<file path="src/rtl/tcm_boot_loader.sv">
// tcm_boot_loader: streams a byte image into the TCM data port as 32-bit
// little-endian word writes and holds the core in reset until every write
// has been acknowledged.
// Optional build macro: TCM_LOADER_CHECKSUM_EN adds checksum_o, the wrapping
// 32-bit sum of every issued write word (unfilled lanes count as zero).

// One byte lane of the packing register: captures a byte and marks it filled.
module tcm_boot_loader_lane #(
  parameter int VEC_W = 8
) (
  input  logic             clk_i,
  input  logic             rst_ni,
  input  logic             clr_i,
  input  logic             load_i,
  input  logic [VEC_W-1:0] byte_i,
  output logic [VEC_W-1:0] byte_o,
  output logic             fill_o
);

  // Lane storage; clear wins so an accepted word leaves all lanes empty.
  always_ff @(posedge clk_i or negedge rst_ni) begin
    if (!rst_ni) begin
      byte_o <= '0;
      fill_o <= 1'b0;
    end else if (clr_i) begin
      byte_o <= '0;
      fill_o <= 1'b0;
    end else if (load_i) begin
      byte_o <= byte_i;
      fill_o <= 1'b1;
    end
  end

endmodule

module tcm_boot_loader #(
  parameter logic [31:0] BASE_ADDR       = 32'h0000_0000,
  parameter int unsigned MAX_BYTES       = 65536,
  parameter int unsigned MAX_OUTSTANDING = 4
) (
  input  logic        clk_i,
  input  logic        rst_ni,
  input  logic        start_i,
  input  logic        in_valid_i,
  input  logic [7:0]  in_data_i,
  input  logic        in_last_i,
  output logic        in_ready_o,
  output logic [31:0] mem_d_addr_o,
  output logic [31:0] mem_d_data_wr_o,
  output logic [3:0]  mem_d_wr_o,
  output logic        mem_d_rd_o,
  output logic [10:0] mem_d_req_tag_o,
  output logic        mem_d_cacheable_o,
  output logic        mem_d_invalidate_o,
  output logic        mem_d_writeback_o,
  output logic        mem_d_flush_o,
  input  logic        mem_d_accept_i,
  input  logic        mem_d_ack_i,
  input  logic        mem_d_error_i,
  output logic        core_rst_o,
  output logic        busy_o,
  output logic        done_o,
  output logic        error_o,
  output logic [16:0] byte_count_o
`ifdef TCM_LOADER_CHECKSUM_EN
  ,
  output logic [31:0] checksum_o
`endif
);

  localparam int NUM_LANES = 4;
  localparam int VEC_W     = 8;
  localparam int LW        = $clog2(NUM_LANES);
  localparam int OW        = $clog2(MAX_OUTSTANDING + 1);
  localparam logic [16:0]   CAP     = 17'(MAX_BYTES);
  localparam logic [OW-1:0] OUT_MAX = OW'(MAX_OUTSTANDING);

  typedef enum logic [2:0] {
    S_IDLE, S_COLLECT, S_WRITE, S_DRAIN, S_DONE, S_ERROR
  } state_t;

  typedef struct packed {
    logic [31:0]                       addr;
    logic [NUM_LANES-1:0][VEC_W-1:0]   data;
    logic [NUM_LANES-1:0]              mask;
  } wr_req_t;

  state_t state_q, state_d;

  logic [16:0]   cnt_q;
  logic [31:0]   addr_q;
  logic [OW-1:0] out_q, out_step;
  logic          last_q, ovf_q, berr_q;

  logic [NUM_LANES-1:0][VEC_W-1:0] lane_byte;
  logic [NUM_LANES-1:0]            lane_fill;
  logic [NUM_LANES-1:0]            lane_ld;
  logic                            lane_clr;
  logic [LW-1:0]                   lane_sel;

  logic    start_ok, hs, at_cap, take, drop, word_end;
  logic    stall, req, acc, ack_v, berr_ev;
  wr_req_t wr_req;

  assign start_ok = start_i && (state_q == S_IDLE || state_q == S_DONE ||
                                state_q == S_ERROR);
  assign in_ready_o = (state_q == S_COLLECT);
  assign hs       = in_ready_o && in_valid_i;
  assign at_cap   = (cnt_q == CAP);
  assign take     = hs && !at_cap;
  assign drop     = hs && at_cap;
  assign lane_sel = cnt_q[LW-1:0];
  // A word closes on its top lane, on the image's last byte, or when the
  // capacity is reached so that no later byte can land in a stale word.
  assign word_end = take && (lane_sel == LW'(NUM_LANES - 1) || in_last_i ||
                             (cnt_q + 17'd1 == CAP));

  assign stall   = (out_q == OUT_MAX);
  assign req     = (state_q == S_WRITE) && !stall;
  assign acc     = req && mem_d_accept_i;
  assign ack_v   = mem_d_ack_i && (out_q != '0);
  assign berr_ev = ack_v && mem_d_error_i;
  assign out_step = out_q + OW'(acc) - OW'(ack_v);

  assign lane_clr = start_ok || acc;

  for (genvar i = 0; i < NUM_LANES; i++) begin : g_lane
    assign lane_ld[i] = take && (lane_sel == LW'(i));
    tcm_boot_loader_lane #(.VEC_W(VEC_W)) u_lane (
      .clk_i  (clk_i),
      .rst_ni (rst_ni),
      .clr_i  (lane_clr),
      .load_i (lane_ld[i]),
      .byte_i (in_data_i),
      .byte_o (lane_byte[i]),
      .fill_o (lane_fill[i])
    );
  end

  assign wr_req.addr = addr_q;
  assign wr_req.data = lane_byte;
  assign wr_req.mask = lane_fill;

  // State register.
  always_ff @(posedge clk_i or negedge rst_ni) begin
    if (!rst_ni) state_q <= S_IDLE;
    else         state_q <= state_d;
  end

  // Next-state logic; a failed write ack aborts from any active state.
  always_comb begin
    state_d = state_q;
    case (state_q)
      S_IDLE, S_DONE, S_ERROR: if (start_ok) state_d = S_COLLECT;
      S_COLLECT: begin
        if (berr_ev)                 state_d = S_ERROR;
        else if (word_end)           state_d = S_WRITE;
        else if (drop && in_last_i)  state_d = S_DRAIN;
      end
      S_WRITE: begin
        if (berr_ev)  state_d = S_ERROR;
        else if (acc) state_d = last_q ? S_DRAIN : S_COLLECT;
      end
      S_DRAIN: begin
        if (berr_ev)               state_d = S_ERROR;
        else if (out_step == '0)   state_d = S_DONE;
      end
      default: state_d = S_IDLE;
    endcase
  end

  // Load bookkeeping: byte count, write address, last/overflow/bus-error flags.
  always_ff @(posedge clk_i or negedge rst_ni) begin
    if (!rst_ni) begin
      cnt_q  <= '0;
      addr_q <= '0;
      last_q <= 1'b0;
      ovf_q  <= 1'b0;
      berr_q <= 1'b0;
    end else if (start_ok) begin
      cnt_q  <= '0;
      addr_q <= BASE_ADDR;
      last_q <= 1'b0;
      ovf_q  <= 1'b0;
      berr_q <= 1'b0;
    end else begin
      if (take)               cnt_q  <= cnt_q + 17'd1;
      if (acc)                addr_q <= addr_q + 32'd4;
      if (take && in_last_i)  last_q <= 1'b1;
      if (drop)               ovf_q  <= 1'b1;
      if (berr_ev)            berr_q <= 1'b1;
    end
  end

  // Writes accepted but not yet acknowledged; stray acks at zero are ignored.
  always_ff @(posedge clk_i or negedge rst_ni) begin
    if (!rst_ni)       out_q <= '0;
    else if (start_ok) out_q <= '0;
    else               out_q <= out_step;
  end

`ifdef TCM_LOADER_CHECKSUM_EN
  logic [31:0] csum_q;

  // Running sum of every word the TCM accepted during this load.
  always_ff @(posedge clk_i or negedge rst_ni) begin
    if (!rst_ni)       csum_q <= '0;
    else if (start_ok) csum_q <= '0;
    else if (acc)      csum_q <= csum_q + wr_req.data;
  end

  assign checksum_o = csum_q;
`endif

  assign mem_d_addr_o       = wr_req.addr;
  assign mem_d_data_wr_o    = wr_req.data;
  assign mem_d_wr_o         = req ? wr_req.mask : 4'b0000;
  assign mem_d_rd_o         = 1'b0;
  assign mem_d_req_tag_o    = '0;
  assign mem_d_cacheable_o  = 1'b0;
  assign mem_d_invalidate_o = 1'b0;
  assign mem_d_writeback_o  = 1'b0;
  assign mem_d_flush_o      = 1'b0;

  // The core only leaves reset after a clean load.
  assign core_rst_o   = !(state_q == S_DONE && !ovf_q && !berr_q);
  assign busy_o       = (state_q == S_COLLECT) || (state_q == S_WRITE) ||
                        (state_q == S_DRAIN);
  assign done_o       = (state_q == S_DONE);
  assign error_o      = ovf_q || berr_q;
  assign byte_count_o = cnt_q;

endmodule
</file>
<file path="config.mk">
export PLATFORM = sky130hd
export DESIGN_NAME = tcm_boot_loader
export DESIGN_NICKNAME = d
export VERILOG_FILES = /design/src/rtl/tcm_boot_loader.sv
export SDC_FILE = /design/constraint.sdc
export NUM_CORES = 1
export LEC_CHECK = 0
export CAP_MARGIN = 20
export CORE_UTILIZATION = 53
export DETAILED_ROUTE_END_ITERATION = 16
export PLACE_DENSITY = 0.91
export SETUP_SLACK_MARGIN = 0.3
export SYNTH_ARGS = -nofsm -noshare
export SYNTH_HDL_FRONTEND = slang
export SYNTH_HIERARCHICAL = 1
export SYNTH_SLANG_ARGS = --single-unit
</file>
<file path="constraint.sdc">
create_clock -name clk_i -period 5.55 [get_ports clk_i]
set_input_delay 1.11 -clock clk_i [delete_from_list [all_inputs] [get_ports clk_i]]
set_output_delay 1.11 -clock clk_i [all_outputs]
set_load 0.02 [all_outputs]
</file>
## Word-level counts from Yosys, hierarchy flattened

Index checks and enable logic that the tools add are counted.

| word-level totals | value |
|---|---|
| flip-flop bits (word level) | 94 |
| input bits | 16 |
| output and inout bits | 106 |

| operators by class | value |
|---|---|
| add/subtract/negate cells | 4 |
| eq/ne operators | 15 |
| multiplexer cells | 38 |
| reduce and logical (&&, ||, !) cells | 45 |

Operator list:

| kind | count |
|---|---|
| $mux W32 | 2 |
| $mux W8 | 8 |
| $eq A17 B17 Y1 const B | 2 |
| $mux W17 | 2 |
| $add A32 B3 Y32 const B | 1 |
| $mux W3 | 9 |
| $reduce_bool A2 Y1 | 9 |
| $add A17 B1 Y17 const B | 1 |
| $logic_and A1 B1 Y1 | 17 |
| $mux W1 | 14 |
| $pmux W3 S4 | 1 |
| $eq A3 B3 Y1 const B | 3 |
| $logic_or A1 B1 Y1 | 8 |
| $eq A3 B2 Y1 const B | 2 |
| $logic_not A3 Y1 | 2 |
| $ne A3 B3 Y1 const B | 2 |
| $logic_not A1 Y1 | 5 |
| $eq A2 B2 Y1 const B | 2 |
| $mux W4 | 1 |
| $ne A4 B1 Y1 const B | 1 |
| $reduce_and A4 Y1 | 1 |
| $add A3 B1 Y3 | 1 |
| $eq A3 B1 Y1 const B | 1 |
| $reduce_bool A3 Y1 | 1 |
| other kinds (6) | 6 |

## Logic depth before layout (Yosys ltp)

Gate-level depths: netlist (run 1).

| logic depth | value |
|---|---|
| depth after elaboration | 10 |
| mapped depth | 13 |
| gate-level depth less buffers | 13 |

## Cells and area by module

The synthesis (run 1) kept the hierarchy.

Modules (own cells, without submodules):

| module | times used | cells an instance | area each (um^2) |
|---|---|---|---|
| tcm_boot_loader | 1 | 362 | 3234.4 |
| tcm_boot_loader_lane | 4 | 29 | 357.8 |

## Worst setup path before layout (run 1)

Ideal clock, no wire load.

| timing | value |
|---|---|
| path kind | register to register |
| from | register state_q[2] |
| to | register state_q[0] |
| arrival time | 2941 ps |
| slack | 2483 ps |
| stages on the path, launching flop included | 14 |
| path buffers | 0 |
| clock period less this slack | 3067 ps |
| cells stage by stage | dfrtp_1 > or3b_4 > nor2_1 > nand2_1 > ha_1 > inv_1 > ha_1 > inv_1 > fa_1 > xor2_1 > xnor2_1 > nand3_1 > nand4_1 > o2bb2a_1 |

| between the ends | value |
|---|---|
| word-level cells in the longest chain between the ends | 8 |

Ends and longest elaborated chain:

| what | RTL line | RTL |
|---|---|---|
| from (decl) | 88 | `state_t state_q, state_d;` |
| from (signal assigned) | 147 | `else state_q <= state_d;` |
| $eq A3 B2 Y1 | 119, 153 |  |
| $logic_and A1 B1 Y1 | 119 | `assign req = (state_q == S_WRITE) && !stall;` |
| $logic_and A1 B1 Y1 | 120 | `assign acc = req && mem_d_accept_i;` |
| $add A3 B1 Y3 | 123 | `assign out_step = out_q + OW'(acc) - OW'(ack_v);` |
| $sub A3 B1 Y3 | 123 |  |
| $logic_not A3 Y1 | 166 | `else if (out_step == '0) state_d = S_DONE;` |
| $ne A3 B3 Y1 (no source line) | n/a |  |
| $reduce_and A4 Y1 (no source line) | n/a |  |

Parallel ways exist; a longest one is shown, timed or not.
A chain may end at the register's enable or synchronous reset.

## Worst setup path after layout (run 1)

| timing | value |
|---|---|
| from | register state_q[1] |
| to | output port mem_d_wr_o[1] |

| between the ends | value |
|---|---|
| word-level cells in the longest chain between the ends | 3 |

Ends and longest elaborated chain:

| what | RTL line | RTL |
|---|---|---|
| $eq A3 B2 Y1 | 119 |  |
| $logic_and A1 B1 Y1 | 119 |  |
| $mux W4 | 217 | `assign mem_d_wr_o = req ? wr_req.mask : 4'b0000;` |
| to (decl) | 50 | `output logic [3:0] mem_d_wr_o,` |

No other way between the ends.

==> results list, run 1 <==
- The worst path in the final design needs a cycle of 3.833 ns, including I/O delays and setup.
- Counting flops with a built-in enable in the synthesized netlist gives 0.
- Setup TNS: 0 ns
- Maximum buffer depth of the clock tree: 2
- Share of layout cells above drive strength 1: 0.04655
- Of the total synthesized cell area, the portion taken by full adders, half adders and majority gates is 0.02306.
- Across the VDD grid, the largest voltage drop is 0.3125 mV.
- Clock network fraction of design power: 0.230
- Derived from the worst setup path, the maximum achievable clock frequency is 260.9 MHz.
- IO buf count: 103
* Share of the core filled with cells: 0.7112
- Outcome: complete, no violations
- In the final layout, flip-flops and latches occupy 2302 µm².
- The slowest stage of the critical path is the sky130_fd_sc_hd__clkdlybuf4s50_1 cell.
* Startpoint Class: flip-flop
- Fin. Hold Viols: 0
* CP Cell Sequence: or3b_4 > nor2_1 > and2_1 > clkdlybuf4s50_1
- After detailed routing, the number of vias per cell comes to 5.663.
- The via count of the first global-routing pass was 3685.
- Fin. max-slew vios: 0
* Instance count of the mapped netlist: 478
* Reported net switching power: 0.0009080 W
- The internal power of the cells totals 0.001514 W.
* Share of the synthesized area in compound gates (AO/OA/AOI/OAI): 0.07643
* Wire length of the first global-routing pass: 18130 µm
- By area, the combinational part of the netlist is dominated by simple AND/OR/NAND/NOR gates.
- The worst pin sits at a relative slew slack of 0.3302.
- Share of power burned in combinational logic: 0.391
- Commonest non-fill, non-tap cell in the layout: sky130_fd_sc_hd__clkdlybuf4s50_1
* Simple-gate portion of the synthesized area: 0.2242
- Mux share of post-synthesis cell area: 0.07509
- Static leakage power: 2.555 nW
- Setup repair after global routing missed its margin: no
- In this run, distinct cell masters in the synthesized netlist total 48.
* # Max-Cap Violations: 0
* Share of the cycle needed by the critical path after routing: 0.6907
- In the global route stage, overall resource usage came out at 0.2563.
- Initial Util: 0.5567
- Worst skew pair latency: 0.36 ns
- Routability-driven placement finished with a final weighted congestion of 0.8368.
* Reg clk slew, reported paths: 0.09 ns
- The library cells used most frequently in the layout, excluding fill and tap cells, are 102 x sky130_fd_sc_hd__clkdlybuf4s50_1, 92 x sky130_fd_sc_hd__dfrtp_1, 80 x sky130_fd_sc_hd__nor2_1.
- For this run, the leading register cell type out of synthesis is sky130_fd_sc_hd__dfrtp_1.
- Maximum clock skew at final layout: 0.01246 ns
* Worst Path Class, Setup: flip-flop to output port
* Post-placement cell count: 668
- For this run, the slowest stage of the critical path takes 0.64 ns.
- Tightest Pin Transition: 1.002 ns
- Once the clock tree was built, the setup fixing pass inserted 0 buffers.
- Die width: 95.83 µm
- Estimated wirelength of the detail-placed design: 7699 µm
* Area added between synthesis and finish: 27.76%
- TritonCTS built the clock tree.
- Pin placement for this block handled 122 I/O pins.
- Once placement finished, the instance area stood at 5672 µm².
- The share of total power dissipated in sequential elements is 0.379.
- Sum of overflow across all layers after global routing: 0
- STA classifies the critical path endpoint as an output port.
* Sinks on Clock Net: 92
- The worst hold path begins at mem_d_addr_o[31].
* ANT cells: 0
- Min-delay worst type: flip-flop to flip-flop
- Net total in the final layout: 600
- Sequential cell area fraction in the yosys report: 0.4934
- Final instance area: 5961 µm²
- CP Data Arrival Time: 2.72 ns
- For this design the ratio of total power to cell area is 406.4 nW/µm².
* Number of failing setup endpoints in the final timing report: 0
* Average detailed-routed wire length per instance: 16.45 µm
* Startpoint of the worst register-to-register path: state_q[1]
- Cell Rows: 33
- Of the total power, the share spent switching nets is 0.3748.
- Total Routed Length: 11270 µm
- Number of nets with antenna violations after detailed routing: 0
- Critical-path maximum fanout: 15
* Routed vias: 3879
* Fill cell instance count of the final layout: 611
* Number of buffers created by CTS: 9
- Core Box Area: 8382 µm²
- Final-layout worst hold slack: 0.4898 ns
- For this run, asynchronously set or reset flops after synthesis account for 1.000.
- The finished layout holds 685 standard cells, fillers aside.
- For this block, the initial DRC count from the detailed router was 279.
- Number of design rule violations left after detail routing: 0
- FF+latch count, synth: 92
* Worst setup path start: state_q[1]
- Post-Synthesis Cell Area: 4666 µm²
* Detailed-router iteration count before antenna repair: 5
- Master cell of the clock root buffer: sky130_fd_sc_hd__clkbuf_8
- The number of antenna violations at the first check in global routing was 0.
- Mean instance size in the synthesized netlist: 9.761 µm²
- Entering global routing, the biggest net connects 58 pins.
* Total area of multi-input combinational cells: 2138 µm²
- Gates resized during post-CTS repair numbered 0.
- Overall die height: 95.83 µm
- Post-CTS Hold Buffers: 0
* Crit path required time: 4.44 ns
- The floorplan step defined a die boundary enclosing 9182 µm².
- The H-tree generated during clock tree synthesis spans 3 levels.
- The Yosys step of the flow raised 6 warnings.
* Parity-gate share of the synthesized area counting xor and xnor cells: 0.04505
-- Yosys cell counts (2+ instances only) --
| master | number | area share |
|---|---|---|
| sky130_fd_sc_hd__buf_6 | 4 | 0.0097 |
| sky130_fd_sc_hd__and4_1 | 2 | 0.0038 |
| sky130_fd_sc_hd__nor2_1 | 80 | 0.064 |
| sky130_fd_sc_hd__nand2b_1 | 3 | 0.0040 |
| sky130_fd_sc_hd__nand2_1 | 24 | 0.019 |
| sky130_fd_sc_hd__buf_4 | 18 | 0.029 |
| sky130_fd_sc_hd__ha_1 | 7 | 0.019 |
| sky130_fd_sc_hd__nor3_1 | 7 | 0.0075 |
| sky130_fd_sc_hd__or3_1 | 11 | 0.015 |
| sky130_fd_sc_hd__dfrtp_1 | 92 | 0.49 |
| sky130_fd_sc_hd__nor4b_2 | 2 | 0.0064 |
| sky130_fd_sc_hd__xnor2_1 | 2 | 0.0038 |
| sky130_fd_sc_hd__a31oi_1 | 2 | 0.0027 |
| sky130_fd_sc_hd__mux2i_1 | 35 | 0.075 |
| sky130_fd_sc_hd__or2_2 | 2 | 0.0027 |
| sky130_fd_sc_hd__clkbuf_1 | 16 | 0.013 |
| sky130_fd_sc_hd__nor4b_1 | 2 | 0.0038 |
| sky130_fd_sc_hd__inv_1 | 13 | 0.010 |
| sky130_fd_sc_hd__xor2_1 | 22 | 0.041 |
| sky130_fd_sc_hd__nand4_1 | 16 | 0.021 |
| sky130_fd_sc_hd__nor4_1 | 4 | 0.0054 |
| sky130_fd_sc_hd__o211ai_1 | 2 | 0.0032 |
| sky130_fd_sc_hd__o21ai_0 | 23 | 0.025 |
| sky130_fd_sc_hd__nand3_1 | 28 | 0.030 |
| sky130_fd_sc_hd__and3_1 | 5 | 0.0067 |
| sky130_fd_sc_hd__nor3b_1 | 2 | 0.0032 |
| sky130_fd_sc_hd__o31ai_1 | 2 | 0.0032 |
| sky130_fd_sc_hd__and2_1 | 13 | 0.017 |
| sky130_fd_sc_hd__nand3b_1 | 2 | 0.0032 |
| sky130_fd_sc_hd__a21oi_1 | 16 | 0.017 |
| sky130_fd_sc_hd__a21o_1 | 4 | 0.0064 |
-- per-layer routing --
layer	vias up	global-route usage	wire length (µm)
met1	1886	0.3314	4835
met3	21	0.05687	717
met2	161	0.4238	5494
li1	1811	-	-
met4	0	0.09328	218
met5	-	0	0
-- critical path, delay by kind of cell, from the launching register on --
kind / cells / cell delay [ns]
buffers and inverters: 1 / 0.64
DFF: 1 / 0.58
and+or+nand+nor: 3 / 1.14
-- metrics by stage --
step	setup WS (ns)	total power [W]
5_1_grt	1.530	0.002556
4_1_cts	1.725	0.002402
3_5_place_dp	1.730	0.001842
3_3_place_gp	1.854	0.001803
6_report	1.717	0.002422
2_1_floorplan	2.483	0.001495
-- registers in the layout, indices dropped and copies added, names as in the netlist --
signal and count:
state_q 3, out_q 3, byte_count_o 17, g_lane.u_lane/byte_o 32
g_lane.u_lane/fill_o 4, ovf_q 1, mem_d_addr_o 30, last_q 1
berr_q 1
-- power groups by stage --
stage               Clock (W)  Combinational [W]  Sequential [W]
global placement            0           0.000884        0.000919
global route         0.000585            0.00104        0.000936
detailed placement          0           0.000914        0.000928
finish               0.000556           0.000947        0.000919
floorplan                   0           0.000494         0.00100
CTS                  0.000562           0.000922        0.000918
-- final cells by class --
| class | count | share of cell area |
|---|---|---|
| well taps | 105 | 0.02204 |
| clock buffers | 10 | 0.02309 |
| repair buffers | 108 | 0.1835 |
| flip-flops and latches | 92 | 0.3862 |
| clock inverters | 5 | 0.01826 |
| inverters | 13 | 0.008186 |
| multi-input cells | 352 | 0.3587 |
-- final timing paths --
kind | end | slack [ns] | cells after the start
setup reg to reg | state_q[0] | 1.80 | 13
min in group asynchronous | g_lane[0].u_lane/byte_o[0] | 0.69 | 1
hold reg to reg | mem_d_addr_o[31] | 0.49 | 1
max in group asynchronous | byte_count_o[2] | 3.77 | 2
hold / removal | mem_d_addr_o[31] | 0.49 | 1
setup / recovery | mem_d_wr_o[1] | 1.72 | 4
-- kinds of logic (layout without fill, tap and decap cells) --
kind of cell | count (synthesis) | after routing
other cells | 1 | 18
compound gates | 59 | 59
mux | 35 | 35
fa+ha+maj | 8 | 8
simple gates | 208 | 208
flops | 92 | 92
buf+inv | 51 | 136
xor+xnor | 24 | 24
Note: power is estimated with default switching activity, not from simulation.
==> inputs of run 2 (changes only) <==
Settings changed: CORE_UTILIZATION 53 to 49, PLACE_DENSITY 0.91 to 0.85.
Clock period 5.55 ns to 4 ns, I/O delays scaled along.
==> run 2 against run 1 <==
  * Non-clock buffer count rose by 3
  * First-iteration DRC count rose by 11%
  * Critical path depth rose by 10
  * Global-route usage fell by 1.6 points
  * Wire length rose by 0.12%
  * Clock skew fell by 0.0017 ns
  * Combinational power rose by 38%
  * Power rose by 35%
  * Final cell count rose by 4.1%
  * Sequential share of layout area fell by 0.16 points
  * Die area rose by 8.0%
  * Register-to-register slack got worse by 1.2 ns
  * Critical endpoint is now state_q[0]
  * Largest cell class unchanged
==> results list, run 2 (synthesis results as in run 1) <==
- The most common cell after layout, fill and taps aside was sky130_fd_sc_hd__clkdlybuf4s50_1 (unchanged).
- Largest net degree at the start of global routing: 84 (was 58)
- The post-CTS setup buffer count came to 0 (unchanged).
- Total Routed Length: 11280 µm (was 11270 µm)
* Worst path bufs/invs: 3 (was 1)
- The final setup skew is 0.01073 ns (was 0.01246 ns).
* Total chip power: 0.003279 W (was 0.002422 W)
* Maximum buffer depth of the clock tree: 2 (unchanged)
* Commonest non-fill, non-tap cells in the layout: 102 x sky130_fd_sc_hd__clkdlybuf4s50_1, 92 x sky130_fd_sc_hd__dfrtp_1, 80 x sky130_fd_sc_hd__nor2_1 (unchanged)
* Detailed-router iteration count before antenna repair: 4 (was 5)
- # Max-Cap Violations: 0 (unchanged)
* Reg clk slew, reported paths: 0.09 ns (about the same)
- Power density over cell area: 547.8 nW/µm² (was 406.4 nW/µm²)
* Initial Util: 0.5049 (was 0.5567)
- Of the available clock period, the critical path in the final layout requires 0.8617.
- The sort of element at the start of the critical path is a flip-flop (unchanged).
- The via count of the first global-routing pass is 3842 (was 3685).
* Worst stage delay on the critical path: 0.58 ns (was 0.64 ns)
- Static leakage power: 2.559 nW (was 2.555 nW)
- Antenna violations before repair: 0 (unchanged)
* Largest register FFs: 32 (unchanged)
- The type of the worst setup path was flip-flop to flip-flop (was flip-flop to output port).
- The standard-cell row count came to 35 (was 33).
* Vias per std cell: 5.481 (was 5.663)
- The die area was 9916 µm² (was 9182 µm²).
- The largest fanout of any net on the critical path is 9 (was 15).
* Die width: 99.58 µm (was 95.83 µm)
* Min-delay worst type: primary input to async pin (was flip-flop to flip-flop)
- Sequential cell area in the final layout: 2302 µm² (unchanged)
- The register with the most flip-flops was g_lane.u_lane/byte_o (unchanged).
* Number of failing setup endpoints in the final timing report: 0 (unchanged)
- Fin. Hold Viols: 0 (unchanged)
* Peak supply drop: 0.3910 mV (was 0.3125 mV)
- The clock latency reported for the late side of the worst-skew pair is 0.36 ns (about the same).
- The number of nets still failing antenna checks after routing came to 0 (unchanged).
* Resized Gates After CTS: 0 (unchanged)
* CP Data Arrival Time: 3.68 ns (was 2.72 ns)
- Fill cell instance count of the final layout: 767 (was 611)
- The vertical die dimension came to 99.58 µm (was 95.83 µm).
- The accumulated negative setup slack is 0 ns (unchanged).
- Master cell of the clock root buffer: sky130_fd_sc_hd__clkbuf_8 (unchanged)
- The number of buffers added by the clock tree synthesis step was 9 (unchanged).
- IO buf count: 103 (unchanged)
- The last weighted congestion value of the routability-driven placer is 0.8320 (was 0.8368).
- Average detailed-routed wire length per instance: 15.82 µm (was 16.45 µm)
- Share of layout cells above drive strength 1: 0.05137 (was 0.04655)
* Achievable clock frequency: 290.1 MHz
- Family of cells with the greatest summed delay on the critical path: simple AND/OR/NAND/NOR gates (unchanged)
- Estimated wirelength of the detail-placed design: 7711 µm (was 7699 µm)
* Setup repair after global routing missed its margin: no (unchanged)
- The transition at the pin with the smallest max-transition slack came to 0.9185 ns (was 1.002 ns).
* Time the worst path needs with I/O delays and setup: 3.447 ns
* Crit path required time: 4.24 ns (was 4.44 ns)
- The count of vias placed by the detailed router is 3908 (was 3879).
- The antenna diode count is 0 (unchanged).
* Number of design rule violations left after detail routing: 0 (unchanged)
- Startpoint of the worst register-to-register path: out_q[1] (was state_q[1])
- Sum of overflow across all layers after global routing: 0 (unchanged)
- Fin. max-slew vios: 0 (unchanged)
* GRT Util Overall: 0.2406 (was 0.2563)
- Outcome: complete, no violations (unchanged)
- DRC violation total after the first TritonRoute iteration: 311 (was 279)
- The startpoint of the most critical setup path is out_q[1] (was state_q[1]).
- The level count of the clock H-tree was 3 (unchanged).
- The type of destination of the critical path is a flip-flop (was output port).
* Net total in the final layout: 603 (was 600)
- IO Pins: 122 (unchanged)
* Area added between synthesis and finish: 28.29% (was 27.76%)
- The cell type of the slowest stage on the worst timing path is sky130_fd_sc_hd__nor3b_1 (was sky130_fd_sc_hd__clkdlybuf4s50_1).
- Clock tree from TritonCTS: yes (unchanged)
- The area of the placeable core is 9240 µm² (was 8382 µm²).
* Total area of multi-input combinational cells: 2138 µm² (unchanged)
- The number of buffers inserted by hold repair at cts was 0 (unchanged).
- The first-pass GRT wire length was 19000 µm (was 18130 µm).
- Sinks on Clock Net: 92 (unchanged)
* Relative slew slack: 0.3861 (was 0.3302)
- CP Cell Sequence: nor3b_1 > nor2_1 > buf_4 > nand2_1 > ha_1 > inv_1 > ha_1 > inv_1 > fa_1 > xor2_1 > xnor2_1 > nand3_1 > nand4_1 > o2bb2a_1 (was or3b_4 > nor2_1 > and2_1 > clkdlybuf4s50_1).
==> run 2: cell count changes in the layout (fill, tap and decap cells not counted), sizes merged <==
| cell | before | now |
|---|---|---|
| buf | 6 | 9 |
| inv | 14 | 13 |
| bufinv | 3 | 2 |
| clkbuf | 10 | 11 |
| clkinv | 0 | 2 |
==> run 2: worst paths after layout <==
path	end	cells after the start	slack, ns
max in group asynchronous	g_lane[3].u_lane/byte_o[4]	3	2.93
min reg2reg	g_lane[1].u_lane/fill_o	2	0.50
max reg2reg	state_q[0]	14	0.55
max	state_q[0]	14	0.55
min	g_lane[0].u_lane/byte_o[5]	1	0.28
min in group clk_i	g_lane[1].u_lane/fill_o	2	0.50
==> run 2: power breakdown <==
part           leakage, nW  switching [W]  internal, W
sequential            1.25       0.000165      0.00111
combinational         1.20       0.000761     0.000545
clock                0.110       0.000329     0.000372
==> run 2: layout make-up <==
type / count / share of cell area
Timing Repair Buffer: 111 / 0.1852
Sequential cell: 92 / 0.3846
Inverter: 13 / 0.008152
Clock buffer: 11 / 0.02362
Clock inverter: 5 / 0.01421
Multi-Input combinational cell: 352 / 0.3572
Tap cell: 129 / 0.02696
==> run 2: metal layers <==
metal | part of all wire | track usage | vias up
met5 | 0 | 0 | -
met4 | 0.017 | 0.08597 | 0
met3 | 0.061 | 0.06465 | 20
met2 | 0.49 | 0.3798 | 131
li1 | - | - | 1816
met1 | 0.43 | 0.3209 | 1941
==> run 2: worst register-to-register path: cells and delay by family, from the launching register on <==
kind | cells | cell delay, ns
flops | 1 | 0.46
fa+ha+maj | 3 | 0.77
compound gates | 1 | 0.22
xor+xnor | 2 | 0.45
simple gates | 5 | 1.15
buf+inv | 3 | 0.30
==> run 2: per-stage QoR <==
stage	setup slack, ns	instance area, µm²	hold WS [ns]	instances	util
2_1_floorplan	0.9328	4730	0.4523	495	-
6_report	0.5531	5986	0.2827	713	0.6478
4_1_cts	0.5729	5958	0.4992	712	0.6448
3_3_place_gp	0.5983	5732	0.4695	696	0.6203
3_5_place_dp	0.4586	5732	0.4796	696	0.6203
5_1_grt	0.3716	5986	0.2694	713	0.6478
